File: src/rtl/riscq_dcache.sv
// riscq_dcache
//   Direct-mapped, write-through data cache sitting between the RISCQ core
//   data port and an external single-port synchronous data RAM (1-cycle read
//   latency). After reset the cache owns the RAM port for the loader until
//   i_init_done; then it serves core reads (hit: same cycle, miss: one stall
//   cycle followed by a one-cycle FILL) and writes through every in-region
//   store. Stores never allocate a line; store hits merge their enabled bytes.
//
// Handshake: a core request is valid in any cycle with i_as high. While
//   o_halt is high the core holds every request input stable, and the request
//   completes in the first cycle that sees o_halt low (read data on o_rdata in
//   that same cycle).
//
// Optional feature macro: DCACHE_STATS_EN
//   Defined: adds saturating o_hit_cnt / o_miss_cnt counters.
//
// Ports:
//   i_clk, i_rst        clock, synchronous active-high reset
//   i_addr, i_wdata     core byte address / write data
//   i_be, i_we, i_re    byte enables, write request, read request
//   i_as                access strobe
//   o_rdata, o_halt     read data, core stall
//   i_init_*            loader port (done, write strobe, word address, data)
//   o_ram_*             RAM enable, byte write enables, word address, data
//   i_ram_rdata         RAM read data (valid the cycle after an enabled read)
//   dbg_state           current FSM state (0 INIT, 1 IDLE, 2 FILL)
//   o_hit_cnt, o_miss_cnt  statistics counters (DCACHE_STATS_EN only)

module riscq_dcache #(
   parameter int LINES    = 64,
   parameter int RAM_AW   = 12,
   parameter int SEL_BITS = 2,
   parameter int DATA_SEL = 0
) (
   input  logic              i_clk,
   input  logic              i_rst,
   input  logic [31:0]       i_addr,
   input  logic [31:0]       i_wdata,
   input  logic [3:0]        i_be,
   input  logic              i_we,
   input  logic              i_re,
   input  logic              i_as,
   output logic [31:0]       o_rdata,
   output logic              o_halt,
   input  logic              i_init_done,
   input  logic              i_init_we,
   input  logic [RAM_AW-1:0] i_init_waddr,
   input  logic [31:0]       i_init_wdata,
   output logic              o_ram_en,
   output logic [3:0]        o_ram_we,
   output logic [RAM_AW-1:0] o_ram_addr,
   output logic [31:0]       o_ram_wdata,
   input  logic [31:0]       i_ram_rdata,
   output logic [1:0]        dbg_state
`ifdef DCACHE_STATS_EN
   ,
   output logic [31:0]       o_hit_cnt,
   output logic [31:0]       o_miss_cnt
`endif
);

   localparam int IDX   = $clog2(LINES);
   localparam int TAG_W = 30 - IDX;

   typedef enum logic [1:0] {
      ST_INIT = 2'd0,
      ST_IDLE = 2'd1,
      ST_FILL = 2'd2
   } state_t;

   state_t state;
   state_t state_nx;

   logic [LINES-1:0] valid;
   logic [TAG_W-1:0] tag_mem  [LINES];
   logic [31:0]      data_mem [LINES];

   logic [IDX-1:0]    idx;
   logic [TAG_W-1:0]  tag;
   logic [RAM_AW-1:0] ram_addr;
   logic              sel;
   logic              hit;
   logic              req_rd;
   logic              req_wr;

   // Line being refilled; captured on the miss cycle so the FILL write does
   // not depend on the core still presenting the address.
   logic [IDX-1:0]   fill_idx;
   logic [TAG_W-1:0] fill_tag;

   // Byte-offset bits carry no meaning for a word cache.
   logic unused_addr_bits;
   assign unused_addr_bits = ^i_addr[1:0];

   assign idx      = i_addr[IDX+1:2];
   assign tag      = i_addr[31:IDX+2];
   assign ram_addr = i_addr[RAM_AW+1:2];
   assign sel      = (i_addr[31 -: SEL_BITS] == SEL_BITS'(DATA_SEL));
   assign hit      = valid[idx] && (tag_mem[idx] == tag);

   // A request with both i_re and i_we is a write.
   assign req_rd = i_as & i_re & ~i_we & sel;
   assign req_wr = i_as & i_we & sel;

   assign dbg_state = state;

   // ------------------------------------------------------------------
   // FSM: state register
   // ------------------------------------------------------------------
   always_ff @(posedge i_clk) begin
      if (i_rst) begin
         state <= ST_INIT;
      end else begin
         state <= state_nx;
      end
   end

   // ------------------------------------------------------------------
   // FSM: next state and all outputs
   // ------------------------------------------------------------------
   always_comb begin
      state_nx    = state;
      o_rdata     = '0;
      o_halt      = 1'b0;
      o_ram_en    = 1'b0;
      o_ram_we    = '0;
      o_ram_addr  = '0;
      o_ram_wdata = '0;
      case (state)
         ST_INIT: begin
            // Loader owns the RAM; the core stalls on any access.
            o_halt = i_as;
            if (i_init_we) begin
               o_ram_en    = 1'b1;
               o_ram_we    = 4'hF;
               o_ram_addr  = i_init_waddr;
               o_ram_wdata = i_init_wdata;
            end
            if (i_init_done) begin
               state_nx = ST_IDLE;
            end
         end
         ST_IDLE: begin
            if (req_wr) begin
               // Write-through; i_be == 0 still issues a harmless RAM cycle.
               o_ram_en    = 1'b1;
               o_ram_we    = i_be;
               o_ram_addr  = ram_addr;
               o_ram_wdata = i_wdata;
            end else if (req_rd) begin
               if (hit) begin
                  o_rdata = data_mem[idx];
               end else begin
                  o_halt     = 1'b1;
                  o_ram_en   = 1'b1;
                  o_ram_addr = ram_addr;
                  state_nx   = ST_FILL;
               end
            end
         end
         ST_FILL: begin
            // RAM data arrives now; forward it and release the core.
            o_rdata  = i_ram_rdata;
            state_nx = ST_IDLE;
         end
         default: begin
            state_nx = ST_INIT;
         end
      endcase
   end

   // ------------------------------------------------------------------
   // Valid bits (the only line state that needs a reset)
   // ------------------------------------------------------------------
   always_ff @(posedge i_clk) begin
      if (i_rst) begin
         valid <= '0;
      end else if (state == ST_FILL) begin
         valid[fill_idx] <= 1'b1;
      end
   end

   // ------------------------------------------------------------------
   // Tag / data arrays and fill bookkeeping
   // ------------------------------------------------------------------
   always_ff @(posedge i_clk) begin
      if (!i_rst) begin
         if (state == ST_FILL) begin
            tag_mem[fill_idx]  <= fill_tag;
            data_mem[fill_idx] <= i_ram_rdata;
         end else if (state == ST_IDLE) begin
            if (req_wr && hit) begin
               for (int b = 0; b < 4; b++) begin
                  if (i_be[b]) begin
                     data_mem[idx][8*b +: 8] <= i_wdata[8*b +: 8];
                  end
               end
            end
            if (req_rd && !hit) begin
               fill_idx <= idx;
               fill_tag <= tag;
            end
         end
      end
   end

`ifdef DCACHE_STATS_EN
   // ------------------------------------------------------------------
   // Saturating hit / miss counters
   // ------------------------------------------------------------------
   logic hit_evt;
   logic miss_evt;

   assign hit_evt  = (state == ST_IDLE) && req_rd && hit;
   assign miss_evt = (state == ST_IDLE) && (state_nx == ST_FILL);

   always_ff @(posedge i_clk) begin
      if (i_rst) begin
         o_hit_cnt  <= '0;
         o_miss_cnt <= '0;
      end else begin
         if (hit_evt && (o_hit_cnt != 32'hFFFF_FFFF)) begin
            o_hit_cnt <= o_hit_cnt + 32'd1;
         end
         if (miss_evt && (o_miss_cnt != 32'hFFFF_FFFF)) begin
            o_miss_cnt <= o_miss_cnt + 32'd1;
         end
      end
   end
`endif

endmodule

File: config.mk
export PLATFORM = sky130hd
export DESIGN_NAME = riscq_dcache
export DESIGN_NICKNAME = d
export VERILOG_FILES = /design/src/rtl/riscq_dcache.sv
export SDC_FILE = /design/constraint.sdc
export NUM_CORES = 2
export LEC_CHECK = 0
export ABC_AREA = 1
export BUFFER_PORTS_ARGS = -buffer_cell sky130_fd_sc_hd__buf_2
export CORE_MARGIN = 4
export CORE_UTILIZATION = 45
export CTS_CLUSTER_DIAMETER = 40
export DETAILED_ROUTE_END_ITERATION = 12
export HOLD_SLACK_MARGIN = 0.15
export SYNTH_ARGS = -nofsm -noshare
export SYNTH_HDL_FRONTEND = slang
export SYNTH_SLANG_ARGS = --single-unit
File: constraint.sdc
create_clock -name i_clk -period 19.15 [get_ports i_clk]
set_clock_uncertainty 0.15 [all_clocks]
set_input_delay 3.83 -clock i_clk [delete_from_list [all_inputs] [get_ports i_clk]]
set_output_delay 3.83 -clock i_clk [all_outputs]
set_load 0.01 [all_outputs]
==> impl_metrics.tcl <==
set metrics [dict create \
    power-per-cell-area_nw_per_um2 111 \
    arrival_ns 10.19 \
    core_area_um2 328000 \
    grtUsageMet1_pct 33.9 \
    cts-hold-fix-buffers 0 \
    critPathRequiredTime_ns 15.17 \
    die_area_um2 339000 \
    cts_buffers 458 \
    port_buffers 232 \
    postCtsSetupRepairBufs 0 \
    wl_um 440000 \
    finalHoldViolations 0 \
    fillers 27200 \
    wl_per_cell_um 26.5 \
    cp_slowest_cell "buf_4" \
    initial_core_util_pct 45.3 \
    maxCapViolCount 0 \
    antenna_found_initial 15 \
    io_pins 235 \
    die_h_um 582 \
    cts_buffer_depth 4 \
    yosys_register_bits 3680 \
    htreeDepth 5 \
    yosys_warnings 0 \
    end_kind "output pin" \
    ys_seq_area_share_pct 74.0 \
    criticalPathCategory "in2out" \
    vias_per_cell 5.95 \
    status "finished, final reports clean" \
    finalCritPeriodShare_pct 74.0 \
    rsz0062_at_grt "false" \
    start_kind "primary input" \
    vdd_drop_max_v 0.0000824 \
    min-delay-start "valid[30]$_SDFFE_PP0P_" \
    grt_overflow 0 \
    avgSynthCellArea_um2 12.6 \
    first_iter_violations 11800 \
    synth.cell_area_um2 149000 \
    cts-root-buf "clkbuf_16" \
    drc 0 \
    first_pass_iters 6 \
    cts_tree "done" \
    crit_top_cell "nand3_1" \
    final_common_cell "edfxtp_1" \
    maxSlewViolCount 0 \
    synthCells 11800 \
    synth_cell_types 36 \
    holdPathEnd "valid[30]$_SDFFE_PP0P_" \
    fmax_ghz 0.0706 \
    grt_usage_pct 25.1 \
    clkSlewWorstSetupHoldPaths_ns 0.05 \
    fin_setup_tns_ns 0 \
    syn_to_final_growth_pct 14.3 \
    reg2reg_depth 22 \
    syn_nets 12000 \
    fin_crit_ns 14.17 \
    first_global_vias 94600 \
    hp-class "reg2reg" \
    drive_above_1_share_pct 11.6 \
    nets 12000 \
    fp.dieW_um 582 \
    max-slew-margin-rel_pct 12.6 \
    cts.sinks 3680 \
    grt_max_degree 239 \
    finalSetupViolCount 0 \
    post_cts_resized 0 \
    insertion_delay_ns 0.97 \
    crit_chain "buf_8, buf_4, buf_4, buf_4, nand3_1, nand3_1, nand3_1, nand3_1, nand3_1, nand3_1, nand2_1, nor2_1, nand2_1, nor2_1, nand2_1, nor2_4, buf_4, inv_2, a21boi_4, o21ai_0, buf_2" \
    r2r_setup_slack_ns 13.28 \
    rows 210 \
    use_met3_pct 4.93 \
    multiInputGateArea_um2 35300 \
    worstReg2RegEnd "data_mem[24][18]$_DFFE_PP_" \
    ant_nets 0 \
    place.detailed.hpwl_um 243000 \
    grt-busiest-layer "met2" \
    final_cell_mix "edfxtp_1, nand2_1, nand3_1" \
    gp_congestion 0.904 \
    grt_first_pass_wirelength_um 636000 \
    r2r_start "tag_mem[40][4]$_DFFE_PP_" \
    cp_max_fo 79 \
    globalRouteMet2Util_pct 39.5 \
    holdPathStages 2 \
    regArea_um2 110000 \
    vias 98600 \
    leakage_nw 56.4 \
    utilization_pct 51.8 \
    worst_pin_slew_ns 1.29 \
    max_stage_delay_ns 0.90 \
]
stage by stage:
| step | cells | instance area (um^2) | setup slack, ns | hold slack (ns) | power [mW] |
|---|---|---|---|---|---|
| finish | 16600 | 170000 | 4.98 | 0.306 | 18.8 |
| detailed placement | 15700 | 154000 | 5.09 | 0.294 | 10.1 |
| global placement | 15700 | 154000 | 5.14 | 0.288 | 10.0 |
| floorplan | 11800 | 149000 | 8.85 | 0.278 | 9.63 |
| CTS | 16600 | 170000 | 5.09 | 0.308 | 18.8 |
| global route | 16600 | 170000 | 4.78 | 0.330 | 19.3 |
cell families (layout without fill, tap and decap cells):
logic type | after synthesis | count (layout) | synth area share, %
flops | 3680 | 3680 | 74.0
other cells | 0 | 12 | 0
fa+ha+maj | 4 | 4 | 0.0337
buf+inv | 955 | 1376 | 2.77
compound gates | 1968 | 1968 | 8.29
simple gates | 5192 | 5192 | 14.9
flip-flops by register name, indices dropped and copies added (netlist names):
| signal | flops |
|---|---|
| dbg_state | 2 |
| fill_idx | 6 |
| data_mem | 2048 |
| tag_mem | 1536 |
| valid | 64 |
| fill_tag | 24 |
per-layer routing:
| metal | routed length [um] | up-vias |
|---|---|---|
| li1 | - | 43800 |
| met1 | 173000 | 49300 |
| met2 | 205000 | 4638 |
| met3 | 39800 | 877 |
| met4 | 22100 | 10 |
| met5 | 63 | - |
area by class of cell:
class	count	share of cell area, %
flip-flops and latches	3680	64.7
multi-input cells	7164	20.8
clock buffers	502	6.86
well taps	4346	3.20
clock inverters	355	2.48
repair buffers	441	1.71
inverters	78	0.200
diodes	12	0.0177
synthesized netlist by cell type (all sizes together):
| library cell | n | share of area, % |
|---|---|---|
| nor3 | 26 | 0.088 |
| a21boi | 1 | 0.0051 |
| o221ai | 329 | 1.9 |
| a221oi | 173 | 1.0 |
| clkinv | 2 | 0.0051 |
| nand2 | 2491 | 6.5 |
| nor2 | 1021 | 2.7 |
| nand3 | 1608 | 5.4 |
| nand3b | 11 | 0.056 |
| a221o | 1 | 0.0067 |
| inv | 76 | 0.19 |
| dfxtp | 66 | 0.89 |
| o211ai | 4 | 0.020 |
| o311ai | 122 | 0.72 |
| o21ai | 817 | 2.8 |
| a21oi | 504 | 1.7 |
| clkbuf | 550 | 1.4 |
| a32o | 12 | 0.081 |
| o22ai | 5 | 0.021 |
| ha | 4 | 0.034 |
| edfxtp | 3614 | 73 |
| buf | 327 | 1.2 |
| nand4 | 35 | 0.15 |
where the power goes:
group          internal [mW]  switching [mW]  total [mW]
Combinational          0.264           0.839        1.10
Clock                   5.40            3.46        8.86
Sequential              8.81         0.00560        8.81
worst max-delay path, delay by kind of cell:
| family | cells | cell delay, ns |
|---|---|---|
| simple gates | 12 | 1.52 |
| compound gates | 2 | 1.03 |
| buf+inv | 7 | 3.55 |
worst max-delay path by stage:
stage,start,endpoint
final,i_addr[3],o_ram_addr[3]
after detailed placement,i_addr[3],o_ram_addr[5]
after floorplan,i_addr[2],o_rdata[10]
after global placement,i_addr[3],o_ram_addr[0]
after CTS,i_addr[3],o_ram_addr[5]
after global routing,i_addr[3],o_ram_addr[5]
Note: power is estimated with default switching activity, not from simulation.
